`src/rtl/soma_pkg.sv`:
```
// soma_pkg: shared types, defaults and helpers for the bit-serial adder
package soma_pkg;

    typedef enum logic [1:0] {IDLE, RUN, DONE} state_t;

    localparam int SOMA_WIDTH_DEF = 8;

    function automatic int count_w(input int w);
        return $clog2(w + 1);
    endfunction

endpackage

```
`src/rtl/soma_serial_if.sv`:
```
// soma_serial_if: operand/result valid-ready bus; ovf present only with SOMA_OVERFLOW_EN
interface soma_serial_if import soma_pkg::*; #(parameter int WIDTH = SOMA_WIDTH_DEF);

    logic             in_valid;
    logic             in_ready;
    logic [WIDTH-1:0] a;
    logic [WIDTH-1:0] b;
    logic             cin;
    logic             out_valid;
    logic             out_ready;
    logic [WIDTH-1:0] sum;
    logic             cout;
`ifdef SOMA_OVERFLOW_EN
    logic             ovf;

    modport master (output in_valid, a, b, cin, out_ready,
                    input  in_ready, out_valid, sum, cout, ovf);
    modport slave  (input  in_valid, a, b, cin, out_ready,
                    output in_ready, out_valid, sum, cout, ovf);
`else
    modport master (output in_valid, a, b, cin, out_ready,
                    input  in_ready, out_valid, sum, cout);
    modport slave  (input  in_valid, a, b, cin, out_ready,
                    output in_ready, out_valid, sum, cout);
`endif

endinterface

```
`src/rtl/soma_bit.sv`:
```
// soma_bit: combinational full-adder cell
module soma_bit (
    input  logic x,
    input  logic y,
    input  logic c,
    output logic s,
    output logic co
);

    assign s  = x ^ y ^ c;
    assign co = (x & y) | (c & (x ^ y));

endmodule

```
`src/rtl/soma_serial.sv`:
```
// soma_serial: bit-serial WIDTH-bit adder, LSB first; signed overflow output with SOMA_OVERFLOW_EN
module soma_serial import soma_pkg::*; #(
    parameter int WIDTH = SOMA_WIDTH_DEF
) (
    input logic         clk,
    input logic         rst_n,
    soma_serial_if.slave bus
);

    localparam int            CW   = count_w(WIDTH);
    localparam logic [CW-1:0] LAST = CW'(WIDTH - 1);

    state_t           state;
    logic [WIDTH-1:0] a_q;
    logic [WIDTH-1:0] b_q;
    logic [WIDTH-1:0] sum_q;
    logic             carry;
    logic [CW-1:0]    count;
    logic             s;
    logic             co;
`ifdef SOMA_OVERFLOW_EN
    logic             c_msb;
`endif

    soma_bit u_bit (.x(a_q[0]), .y(b_q[0]), .c(carry), .s(s), .co(co));

    // in_ready is masked by rst_n so nothing is accepted while reset is held
    assign bus.in_ready  = rst_n && state == IDLE;
    assign bus.out_valid = state == DONE;
    assign bus.sum       = sum_q;
    assign bus.cout      = carry;
`ifdef SOMA_OVERFLOW_EN
    assign bus.ovf       = c_msb ^ carry;
`endif

    // Control FSM and serial datapath: capture, WIDTH shift/add steps, hold until taken
    always_ff @(posedge clk or negedge rst_n) begin
        if (!rst_n) begin
            state <= IDLE;
            a_q   <= '0;
            b_q   <= '0;
            sum_q <= '0;
            carry <= 1'b0;
            count <= '0;
`ifdef SOMA_OVERFLOW_EN
            c_msb <= 1'b0;
`endif
        end else begin
            case (state)
                IDLE: if (bus.in_valid) begin
                    a_q   <= bus.a;
                    b_q   <= bus.b;
                    carry <= bus.cin;
                    count <= '0;
                    state <= RUN;
                end
                RUN: begin
                    sum_q <= {s, sum_q[WIDTH-1:1]};
                    a_q   <= a_q >> 1;
                    b_q   <= b_q >> 1;
                    carry <= co;
                    count <= count + 1'b1;
`ifdef SOMA_OVERFLOW_EN
                    if (count == LAST) c_msb <= carry;
`endif
                    if (count == LAST) state <= DONE;
                end
                DONE: if (bus.out_ready) state <= IDLE;
                default: state <= IDLE;
            endcase
        end
    end

endmodule

```
`src/flat_wrapper.sv`:
```
// flat-port wrapper written by rule: the top's interface ports become plain ports
module soma_serial_flat import soma_pkg::*;
#(
    parameter int WIDTH = SOMA_WIDTH_DEF
)
  (clk, rst_n, bus_in_valid, bus_a, bus_b, bus_cin, bus_out_ready, bus_in_ready, bus_out_valid, bus_sum, bus_cout);
  soma_serial_if #(.WIDTH(WIDTH)) bus_i ();
  input logic clk;
  input logic rst_n;
  input wire logic [$bits(bus_i.in_valid)-1:0] bus_in_valid;
  input wire logic [$bits(bus_i.a)-1:0] bus_a;
  input wire logic [$bits(bus_i.b)-1:0] bus_b;
  input wire logic [$bits(bus_i.cin)-1:0] bus_cin;
  input wire logic [$bits(bus_i.out_ready)-1:0] bus_out_ready;
  output wire logic [$bits(bus_i.in_ready)-1:0] bus_in_ready;
  output wire logic [$bits(bus_i.out_valid)-1:0] bus_out_valid;
  output wire logic [$bits(bus_i.sum)-1:0] bus_sum;
  output wire logic [$bits(bus_i.cout)-1:0] bus_cout;
  assign bus_i.in_valid = bus_in_valid;
  assign bus_i.a = bus_a;
  assign bus_i.b = bus_b;
  assign bus_i.cin = bus_cin;
  assign bus_i.out_ready = bus_out_ready;
  assign bus_in_ready = bus_i.in_ready;
  assign bus_out_valid = bus_i.out_valid;
  assign bus_sum = bus_i.sum;
  assign bus_cout = bus_i.cout;
  soma_serial #(.WIDTH(WIDTH)) u_core (.clk(clk), .rst_n(rst_n), .bus(bus_i));
endmodule
```
`config.mk`:
```
export PLATFORM = sky130hd
export DESIGN_NAME = soma_serial_flat
export DESIGN_NICKNAME = d
export VERILOG_FILES = /design/src/rtl/soma_pkg.sv /design/src/rtl/soma_serial_if.sv /design/src/rtl/soma_bit.sv /design/src/rtl/soma_serial.sv /design/src/flat_wrapper.sv
export SDC_FILE = /design/constraint.sdc
export NUM_CORES = 1
export LEC_CHECK = 0
export BUFFER_PORTS_ARGS = -buffer_cell sky130_fd_sc_hd__buf_2
export CAP_MARGIN = 20
export CORE_UTILIZATION = 30
export DETAILED_ROUTE_END_ITERATION = 7
export PLACE_DENSITY = 0.51
export SYNTH_ARGS = -nofsm -noshare
export SYNTH_HDL_FRONTEND = slang
export SYNTH_HIERARCHICAL = 1
export SYNTH_SLANG_ARGS = --single-unit
```
`constraint.sdc`:
```
create_clock -name clk -period 1.4 [get_ports clk]
set_input_delay 0 -clock clk [delete_from_list [all_inputs] [get_ports clk]]
set_output_delay 0 -clock clk [all_outputs]
set_load 0.03 [all_outputs]
```
## Word level (Yosys, flattened, before mapping)

Index checks and enable logic that the tools add are counted.

| storage, ports and cells | value |
|---|---|
| memory bits (writable) | 0 |
| input port bits | 21 |
| logic and storage cells | 35 |
| memories | 0 |
| memory bits (read-only) | 0 |
| output and inout bits | 11 |
| bits in latches | 0 |
| flip-flop bits (word level) | 31 |

| cells by class | value |
|---|---|
| $add $sub $neg | 1 |
| equality and inequality tests | 6 |
| magnitude comparators | 0 |
| shift-type cells | 0 |
| divide/modulo/power cells | 0 |
| reduce and logical (&&, ||, !) cells | 5 |
| multipliers | 0 |
| bitwise logic cells | 5 |
| multiplexer cells | 12 |

Operators by type and width:

| kind | count |
|---|---|
| 8-bit case mux with 2 select lines | 2 |
| 8-bit 2-to-1 mux | 2 |
| 4-bit case mux with 2 select lines | 1 |
| 2-bit 2-to-1 mux | 3 |
| 2-bit case mux with 3 select lines | 1 |
| 4-bit by 1-bit adder with 4-bit output, second input constant | 1 |
| 4-bit by 3-bit == test with 1-bit output, second input constant | 1 |
| 4-bit 2-to-1 mux | 1 |
| 2-bit != test, second input constant | 2 |
| 3-bit AND reduction | 1 |
| 1-bit bitwise AND | 2 |
| 2-bit by 1-bit == test with 1-bit output, second input constant | 1 |
| 2-bit == test, second input constant | 1 |
| 2-bit zero test | 1 |
| 2-bit by 1-bit != test with 1-bit output, second input constant | 1 |
| 1-bit case mux with 2 select lines | 1 |
| 2-bit AND reduction | 1 |
| 2-bit nonzero test | 1 |
| 1-bit XOR | 2 |
| 1-bit logical AND | 1 |
| 1-bit 2-to-1 mux | 1 |
| 1-bit bitwise OR | 1 |

## Longest topological paths before layout

Gate-level depths: netlist (run 1).

| depth | value |
|---|---|
| depth after elaboration | 4 |
| gate-level depth with buffers | 5 |

## By module

The synthesis (run 1) kept the hierarchy.

Modules (own cells, without submodules):

| module | seq. area each (um2) | area an instance (um2) | cells each | instances |
|---|---|---|---|---|
| soma_serial | 775.7 | 1347.5 | 119 | 1 |
| soma_bit | 0.0 | 20.0 | 1 | 1 |

## Worst setup path after synthesis (run 1)

No wires, ideal clock.

| timing path | value |
|---|---|
| path kind | flip-flop to flip-flop |
| start point | reg u_core.carry (netlist: u_core/bus.cout) |
| end point | reg u_core.sum_q[7] (netlist: u_core/bus.sum[7]) |
| slack | 33 ps |
| stages on the path, launching flop included | 3 |
| arrival | 1242 ps |
| data required time | 1275 ps |
| setup time | 125 ps |
| path buffers | 0 |
| cells stage by stage | dfrtp_1 -> fa_1 -> mux2_2 |

| between the ends | value |
|---|---|
| word-level cells in the longest chain between the ends | 1 |

Ends and longest elaborated chain:

| element | RTL line | text |
|---|---|---|
| from (decl) | soma_serial.sv:17 | `logic carry;` |
| from (signal assigned) | soma_serial.sv:53 | `carry <= bus.cin;` |
| from (signal assigned) | soma_serial.sv:61 | `carry <= co;` |
| 1-bit XOR | soma_bit.sv:10 | `assign s = x ^ y ^ c;` |
| net u_core.s | soma_serial.sv:19 | `logic s;` |
| to (signal assigned) | soma_serial.sv:58 | `sum_q <= {s, sum_q[WIDTH-1:1]};` |
| to (decl) | soma_serial.sv:16 | `logic [WIDTH-1:0] sum_q;` |

The timed path passes the listed nets, and every way through them passes these cells.
A chain may end at the register's enable or synchronous reset.

## Worst setup path in the final report (run 1)

| timing path | value |
|---|---|
| start point | reg u_core.state[0] |
| end point | out bus_in_ready |

| between the ends | value |
|---|---|
| word-level cells in the longest chain between the ends | 2 |

Ends and longest elaborated chain:

| element | RTL line | text |
|---|---|---|
| from (decl) | soma_serial.sv:13 | `state_t state;` |
| from (signal assigned) | soma_serial.sv:39 | `state <= IDLE;` |
| from (signal assigned) | soma_serial.sv:55 | `state <= RUN;` |
| from (signal assigned) | soma_serial.sv:66 | `if (count == LAST) state <= DONE;` |
| 2-bit zero test | soma_serial.sv:28 | `assign bus.in_ready = rst_n && state == IDLE;` |
| 1-bit logical AND | soma_serial.sv:28 |  |
| to (decl) | flat_wrapper.sv:15 | `output wire logic [$bits(bus_i.in_ready)-1:0] bus_in_ready;` |

Every way passes these cells.

==> flow_metrics.env, run 1 <==
export IMPL_cts_sinks=31
export IMPL_initialDrtViolationCount=34
export IMPL_die_w_um=69.5
export IMPL_final_fill_count=449
export IMPL_synth_ff_type="dfrtp_1"
export IMPL_cp_max_fo=8
export IMPL_vdd_drop_max_uv=708
export IMPL_synth_top_cell_area_share_pct=56.7
export IMPL_first_global_vias=1081
export IMPL_cp_cell_sequence="buf_4, nor2_4, and2_1, buf_4"
export IMPL_regArea_um2=778
export IMPL_cp_common_cell="buf_4"
export IMPL_grt_max_degree=24
export IMPL_power_static_leakage_nw=0.809
export IMPL_synth_edf_count=0
export IMPL_pin_count=32
export IMPL_synth_seq_cells=31
export IMPL_worstMarginPinSlew_ps=388
export IMPL_grt_pass1_wl_um=5000
export IMPL_cp_start_kind="flip-flop"
export IMPL_n_antenna_cell=0
export IMPL_fin_nets=184
export IMPL_cts_root_buf="clkbuf_8"
export IMPL_drive_gt1_share_pct=37.0
export IMPL_worstPathRequired_ps=1400
export IMPL_gr_total_overflow=0
export IMPL_synthAdderAreaFrac_pct=2.38
export IMPL_wl_met1_um=1280
export IMPL_yosysWarnings=6
export IMPL_crit_slowest_cell="dfrtp_2"
export IMPL_crit_path_end_kind="output port"
export IMPL_htree_levels=2
export IMPL_drv_slew=0
export IMPL_routed_top_layer="met4"
export IMPL_synth_xor_area_share_pct=0
export IMPL_viasPerCell=4.97
export IMPL_multiInputGateArea_um2=532
export IMPL_synthTopCellsByArea="dfrtp_1, a22oi_1, o21ai_0"
export IMPL_yosysSeqAreaShare_pct=56.7
export IMPL_clockBufferDepth=2
export IMPL_syn_num_nets=143
export IMPL_vias=1063
export IMPL_final_antenna_net_count=0
export IMPL_max_stage_delay_ps=460
export IMPL_met2_length_um=1450
export IMPL_rsz0062_at_grt="false"
export IMPL_die_area_um2=4830
export IMPL_place_hpwl_um=2100
export IMPL_synthCells=120
export IMPL_finalHoldViolCount=0
export IMPL_drcViolationCount=0
export IMPL_cap_violations=0
export IMPL_path_class="flip-flop to output port"
export IMPL_cellPowerDensity_nw_per_um2=2130
export IMPL_postSynth_asyncResetShare_pct=100
export IMPL_wl_met3_um=159
export IMPL_fp_dieH_um=69.5
export IMPL_portBuffers=31
export IMPL_synth_top_family_by_area="compound AO/OA/AOI/OAI gates"
export IMPL_hp_class="input port to flip-flop"
export IMPL_synth_top_area_cell="dfrtp_1"
export IMPL_outcome="finished clean"
export IMPL_cts_buffers=5
export IMPL_wl_per_cell_um=13.6
export IMPL_syn2layout_area_growth_pct=27.8
export IMPL_yosysMostFrequentCell="dfrtp_1"
export IMPL_final_util_pct=40.1
export IMPL_start_util_pct=31.4
export IMPL_skew_ps=6.35
export IMPL_routed_wl_um=2920
export IMPL_synth_simple_area_share_pct=10.2
export IMPL_row_count=24
export IMPL_period_needed_ps=1310
export IMPL_gp_congestion=0.714
export IMPL_insertion_delay_ps=280
export IMPL_synthMuxAreaShare_pct=7.32
export IMPL_antenna_found_initial=0
export IMPL_max_freq_mhz=761
export IMPL_dr_pass1_iters=4
export IMPL_synth_compound_area_share_pct=18.4
export IMPL_timing_setup_tns_ps=0
export IMPL_cts_tree="done"
export IMPL_yosysUniqueCellTypes=26
export IMPL_slew_limit_headroom_pct=74.0
export IMPL_grt_usage_pct=13.5
export IMPL_worstPathArrival_ps=1310
export IMPL_synth_common_cells="dfrtp_1, nand2_1, o21ai_0"
export IMPL_clk_pin_slew_worst_paths_ps=70
export IMPL_synthesis_area_um2=1370
export IMPL_syn_avg_cell_area_um2=11.4
export IMPL_post_route_period_util_pct=93.9
export IMPL_finalSetupViolations=0
export IMPL_coreArea_um2=4350
## path summary, 6_finish.rpt
check,start,endpoint,slack (ps),cells past startpoint
setup / recovery,u_core/state[0],bus_in_ready,90,4
hold / removal,bus_a[6],u_core/a_q[6],10,3
setup reg to reg,u_core/state[0],u_core/bus.sum[0],130,3
hold reg to reg,u_core/b_q[2],u_core/b_q[2],490,2
max in group asynchronous,rst_n,u_core/state[1],690,3
min in group asynchronous,rst_n,u_core/bus.sum[1],110,2
## cell usage in the layout (no fill, tap or decap), drive strengths merged, types with 2 or more instances in the layout
cell          n
buf          39
dfrtp        31
o21ai        19
nand2        18
a22oi        15
mux2          8
clkbuf        6
dlygate4sd3   3
nor2b         3
nand2b        3
inv           2
a32o          2
nor2          2
## routing by layer
metal	track usage [%]	vias to the layer above
li1	-	509
met1	16.3	519
met2	21.7	31
met3	4.36	4
met4	6.80	0
met5	0	-
## registers in the layout (all words and copies together), names as in the netlist
signal           flops
u_core/count         4
u_core/state         2
u_core/bus.sum       8
u_core/bus.cout      1
u_core/a_q           8
u_core/b_q           8
## critical path, delay by kind of cell (launching register included)
| family | cells | cell delay, ps |
|---|---|---|
| buffers and inverters | 2 | 340 |
| flip-flops | 1 | 460 |
| AND/OR/NAND/NOR | 2 | 230 |
## where the power goes
group | leakage, nW | switching [W] | internal [W]
clock network | 0.0612 | 0.000333 | 0.000575
logic | 0.352 | 0.000759 | 0.000582
registers | 0.396 | 0.000225 | 0.00125
## metrics by stage
stage          std cells  setup WS (ps)  instance area (um2)  total power (W)  hold WS [ps]
2_1_floorplan        120           33.4                 1370          0.00246          -296
5_1_grt              214           7.55                 1750          0.00399          12.9
3_5_place_dp         202            158                 1580          0.00283          -117
4_1_cts              213           42.6                 1730          0.00378         0.271
3_3_place_gp         202            172                 1580          0.00277          -127
6_report             214           85.9                 1750          0.00372          13.4
## logic make-up (layout without fill, tap and decap cells)
logic type / after synthesis / count (layout)
compound gates: 39 / 39
fa+ha+maj: 2 / 2
buf+inv: 10 / 52
flops: 31 / 31
mux: 9 / 9
simple gates: 29 / 29
## area by class of cell
class,count,share of cell area [%]
multi-input cells,79,30.4
well taps,52,3.72
flip-flops and latches,31,44.5
clock buffers,6,4.72
repair buffers,42,14.2
clock inverters,2,2.00
inverters,2,0.429
## timing repair
| item | in CTS | in global routing |
|---|---|---|
| hold buffers | 3 | 0 |
| buffers inserted | 0 | 1 |
| setup endpoints to repair | 1 | 1 |
| hold endpoints to repair | 33 | 0 |
| gates resized for setup | 3 | 2 |
No activity file was read; power rests on OpenSTA's default activity.
==> run 2: changes to the inputs <==
- SETUP_SLACK_MARGIN: unset -> 0.5
==> flow_metrics.env, run 2 (synthesis gave the netlist of run 1 again) <==
export IMPL_clockBufferDepth=2
export IMPL_crit_path_end_kind="flip-flop"
export IMPL_cp_top_family="adder cells"
export IMPL_grt_usage_pct=14.5
export IMPL_cellPowerDensity_nw_per_um2=2030
export IMPL_gp_congestion=0.734
export IMPL_fin_cells=235
export IMPL_cp_cell_sequence="fa_2, mux2_2"
export IMPL_fin_nets=205
export IMPL_holdCritStartpoint="bus_b[1]"
export IMPL_power_static_leakage_nw=0.944
export IMPL_worstPathArrival_ps=1390
export IMPL_place_inst=202
export IMPL_drv_slew=0
export IMPL_path_class="flip-flop to flip-flop"
export IMPL_wl_per_cell_um=13.8
export IMPL_dr_pass1_iters=4
export IMPL_slew_limit_headroom_pct=85.7
export IMPL_regToRegStartpoint="u_core/a_q[0]"
export IMPL_drive_gt1_share_pct=48.1
export IMPL_drcViolationCount=0
export IMPL_holdPathStages=3
export IMPL_grt_pass1_wl_um=5540
export IMPL_hold_path_endpoint="u_core/b_q[1]"
export IMPL_mostFrequentLayoutCells="dfrtp_1, buf_2, nand2_1"
export IMPL_final_antenna_net_count=0
export IMPL_first_global_vias=1202
export IMPL_worst_slack_ps=178
export IMPL_start_util_pct=31.4
export IMPL_place_hpwl_um=2130
export IMPL_hp_class="input port to flip-flop"
export IMPL_n_antenna_cell=0
export IMPL_reg2reg_to="u_core/bus.sum[7]"
export IMPL_pin_count=32
export IMPL_crit_slowest_cell="fa_2"
export IMPL_max_stage_delay_ps=450
export IMPL_coreArea_um2=4350
export IMPL_cap_violations=0
export IMPL_r2r_cells=2
export IMPL_portBuffers=31
export IMPL_cts_sinks=31
export IMPL_viasPerCell=4.91
export IMPL_htree_levels=2
export IMPL_cts_tree="done"
export IMPL_period_needed_ps=1220
export IMPL_post_route_period_util_pct=87.3
export IMPL_place_ws_ps=122
export IMPL_cts_buffers=5
export IMPL_vdd_drop_max_uv=816
export IMPL_skew_ps=3.60
export IMPL_timing_setup_tns_ps=0
export IMPL_worstPathRequired_ps=1570
export IMPL_routed_wl_um=3250
export IMPL_grt_max_degree=18
export IMPL_die_area_um2=4830
export IMPL_rsz0062_at_grt="true"
export IMPL_initialDrtViolationCount=80
export IMPL_mostFrequentLayoutCell="dfrtp_1"
export IMPL_finalSetupViolations=0
export IMPL_gr_total_overflow=0
export IMPL_fp_dieH_um=69.5
export IMPL_cp_num_buf_inv=0
export IMPL_cp_max_fo=2
export IMPL_outcome="finished clean"
export IMPL_antenna_found_initial=0
export IMPL_worstMarginPinSlew_ps=215
export IMPL_row_count=24
export IMPL_max_freq_mhz=818
export IMPL_finalHoldViolCount=0
export IMPL_vias=1153
export IMPL_clk_pin_slew_worst_paths_ps=70
export IMPL_syn2layout_area_growth_pct=51.3
export IMPL_rrSetupSlack_ps=180
export IMPL_die_w_um=69.5
export IMPL_cts_root_buf="clkbuf_8"
export IMPL_insertion_delay_ps=280
export IMPL_cp_start_kind="flip-flop"
## run 2: changes by cell type in the layout (fill, tap and decap cells not counted), sizes merged
cell and change:
dlygate4sd3 +7, buf +13, nand2b +1
## run 2: worst min-delay path, stage by stage
cell	delay [ps]
buf_2	80
a22oi_1	50
o21ai_1	110
## run 2: worst max-delay path by stage
| stage | from | end | slack, ps | cells past startpoint |
|---|---|---|---|---|
| after floorplan | u_core/bus.cout | u_core/bus.sum[7] | 130 | 2 |
| after global placement | u_core/a_q[0] | u_core/bus.sum[7] | 160 | 2 |
| after detailed placement | u_core/state[0] | u_core/bus.cout | 120 | 3 |
| after CTS | u_core/state[0] | bus_in_ready | 170 | 4 |
| after global routing | u_core/state[0] | u_core/count[3] | 160 | 5 |
| final | u_core/a_q[0] | u_core/bus.sum[7] | 180 | 2 |
## run 2: through the flow
step | power [W] | utilization [%] | area (um2) | hold WS (ps)
after floorplan | 0.00265 | - | 1470 | -296
after global placement | 0.00293 | 38.0 | 1660 | 27.7
after CTS | 0.00419 | 47.0 | 2040 | 0.838
after global routing | 0.00446 | 47.5 | 2070 | 2.90
final | 0.00419 | 47.5 | 2070 | 4.18
after detailed placement | 0.00298 | 38.0 | 1660 | 23.4
## run 2: routing by layer
layer,wire (um),vias up,share of wire (%),global-route usage [%]
met1,1470,566,45,18.1
met4,16,0,0.49,3.40
li1,-,554,-,-
met5,0,-,0,0
met3,149,4,4.6,4.65
met2,1620,29,50,24.5
## run 2: area by class of cell
type,count,area [um2]
inverters,2,7.51
multi-input cells,80,626
clock inverters,2,35.0
repair buffers,62,475
flip-flops and latches,31,778
well taps,52,65.1
clock buffers,6,82.6
fillers,407,2280
## run 2: report_power, final
| part | switching, W | internal, W | total, W |
|---|---|---|---|
| Clock | 0.000330 | 0.000575 | 0.000905 |
| Sequential | 0.000239 | 0.00125 | 0.00149 |
| Combinational | 0.000897 | 0.000902 | 0.00180 |
## run 2: repair_timing
item,4_1_cts,5_1_grt
hold endpoints to repair,39,14
gates resized for setup,19,5
endpoints found under the setup margin,33,49
hold buffers,10,1
gates cloned,3,0
buffers inserted,10,2
pin swaps,4,2
==> run 3: changes to the inputs <==
- REMOVE_ABC_BUFFERS: unset -> 1
==> flow_metrics.env, run 3 (synthesis gave the netlist of run 1 again) <==
export IMPL_outcome="finished clean"
export IMPL_syn2layout_area_growth_pct=48.6
export IMPL_power_total_w=0.00399
export IMPL_p_clk_share_pct=16.0
export IMPL_power_static_leakage_nw=0.932
export IMPL_coreArea_um2=4350
export IMPL_antenna_found_initial=0
export IMPL_place_hpwl_um=2000
export IMPL_portBuffers=31
export IMPL_path_class="flip-flop to flip-flop"
export IMPL_place_ws_ps=126
export IMPL_hp_class="input port to flip-flop"
export IMPL_cts_sinks=31
export IMPL_multiInputGateArea_um2=602
export IMPL_clk_pin_slew_worst_paths_ps=60
export IMPL_routed_wl_um=3400
export IMPL_worstPathRequired_ps=1570
export IMPL_viasPerCell=4.97
export IMPL_gp_congestion=0.733
export IMPL_dr_pass1_iters=4
export IMPL_finalHoldViolCount=0
export IMPL_clockBufferDepth=2
export IMPL_htree_levels=2
export IMPL_row_count=24
export IMPL_n_antenna_cell=0
export IMPL_mostFrequentLayoutCell="dfrtp_1"
export IMPL_drive_gt1_share_pct=46.7
export IMPL_cts_buffers=5
export IMPL_drcViolationCount=0
export IMPL_first_global_vias=1119
export IMPL_fin_nets=206
export IMPL_insertion_delay_ps=280
export IMPL_wl_per_cell_um=14.5
export IMPL_cellPowerDensity_nw_per_um2=1960
export IMPL_vias=1162
export IMPL_worstMarginPinSlew_ps=656
export IMPL_worstPathArrival_ps=1410
export IMPL_cts_root_buf="clkbuf_8"
export IMPL_final_util_pct=46.7
export IMPL_start_util_pct=31.4
export IMPL_initialDrtViolationCount=21
export IMPL_crit_path_end_kind="flip-flop"
export IMPL_mostFrequentLayoutCells="dfrtp_1, buf_2, nand2_1"
export IMPL_holdPathStages=3
export IMPL_pin_count=32
export IMPL_rsz0062_at_grt="true"
export IMPL_power_switching_w=0.00146
export IMPL_finalSetupViolations=0
export IMPL_r2r_cells=2
export IMPL_cp_max_fo=2
export IMPL_place_inst=202
export IMPL_post_route_period_util_pct=89.2
export IMPL_cap_violations=0
export IMPL_p_int_w=0.00252
export IMPL_slew_limit_headroom_pct=56.1
export IMPL_grt_pass1_wl_um=5310
export IMPL_grt_max_degree=18
export IMPL_p_sw_share_pct=36.7
export IMPL_final_fill_count=419
export IMPL_worst_slack_ps=151
export IMPL_cp_start_kind="flip-flop"
export IMPL_final_antenna_net_count=0
export IMPL_regArea_um2=778
export IMPL_max_freq_mhz=801
export IMPL_fp_dieH_um=69.5
export IMPL_cts_tree="done"
export IMPL_die_w_um=69.5
export IMPL_grt_usage_pct=14.4
export IMPL_pwr_share_comb_pct=46.6
export IMPL_seqPwrFrac_pct=37.3
export IMPL_drv_slew=0
export IMPL_fin_cells=234
export IMPL_skew_ps=4.02
export IMPL_gr_total_overflow=0
export IMPL_holdWs_ps=1.54
export IMPL_die_area_um2=4830
export IMPL_vdd_drop_max_uv=720
export IMPL_period_needed_ps=1250
## run 3: final timing paths
check	slack, ps	endpoint	from
hold reg to reg	490	u_core/a_q[5]	u_core/a_q[5]
hold / removal	2	u_core/a_q[4]	bus_a[4]
setup / recovery	150	u_core/bus.sum[7]	u_core/a_q[0]
setup reg to reg	150	u_core/bus.sum[7]	u_core/a_q[0]
min in group asynchronous	350	u_core/bus.sum[2]	rst_n
max in group asynchronous	630	u_core/b_q[2]	rst_n
## run 3: layout make-up
cell class              count  area share (%)
clock buffers               6            3.57
inverters                   2           0.369
multi-input cells          80            29.6
flip-flops and latches     31            38.3
well taps                  52            3.20
repair buffers             63            24.9
## run 3: critical path, cell delays in order, from the launching register on
cell and delay (ps):
dfrtp_1 410, fa_2 470, mux2_2 260
## run 3: metrics by stage
step / instance area [um2] / TNS [ps]
after floorplan: 1310 / -7450
after global placement: 1580 / 0
after detailed placement: 1580 / 0
after CTS: 1920 / 0
after global routing: 2030 / 0
final: 2030 / 0
## run 3: what timing repair did
item / 4_1_cts / 5_1_grt
pin swaps: 5 / 4
cloned: 2 / 2
hold buffers: 6 / 0
endpoints found under the setup margin: 34 / 35
buffers inserted: 10 / 6
hold endpoints to repair: 18 / 0
gates resized for setup: 40 / 11
## run 3: layer usage
metal | routed length, um | vias up | part of all wire (%) | GRT usage [%]
li1 | - | 554 | - | -
met1 | 1440 | 562 | 42 | 17.4
met2 | 1720 | 41 | 51 | 23.9
met3 | 197 | 5 | 5.8 | 4.51
met4 | 38 | 0 | 1.1 | 5.44
met5 | 0 | - | 0 | 0
## run 3: power by group through the flow
stage | registers (W) | clock network (W) | logic (W)
floorplan | 0.00172 | 0 | 0.000647
global placement | 0.00148 | 0 | 0.00127
detailed placement | 0.00150 | 0 | 0.00132
CTS | 0.00147 | 0.000650 | 0.00169
global route | 0.00154 | 0.000702 | 0.00200
finish | 0.00149 | 0.000639 | 0.00186
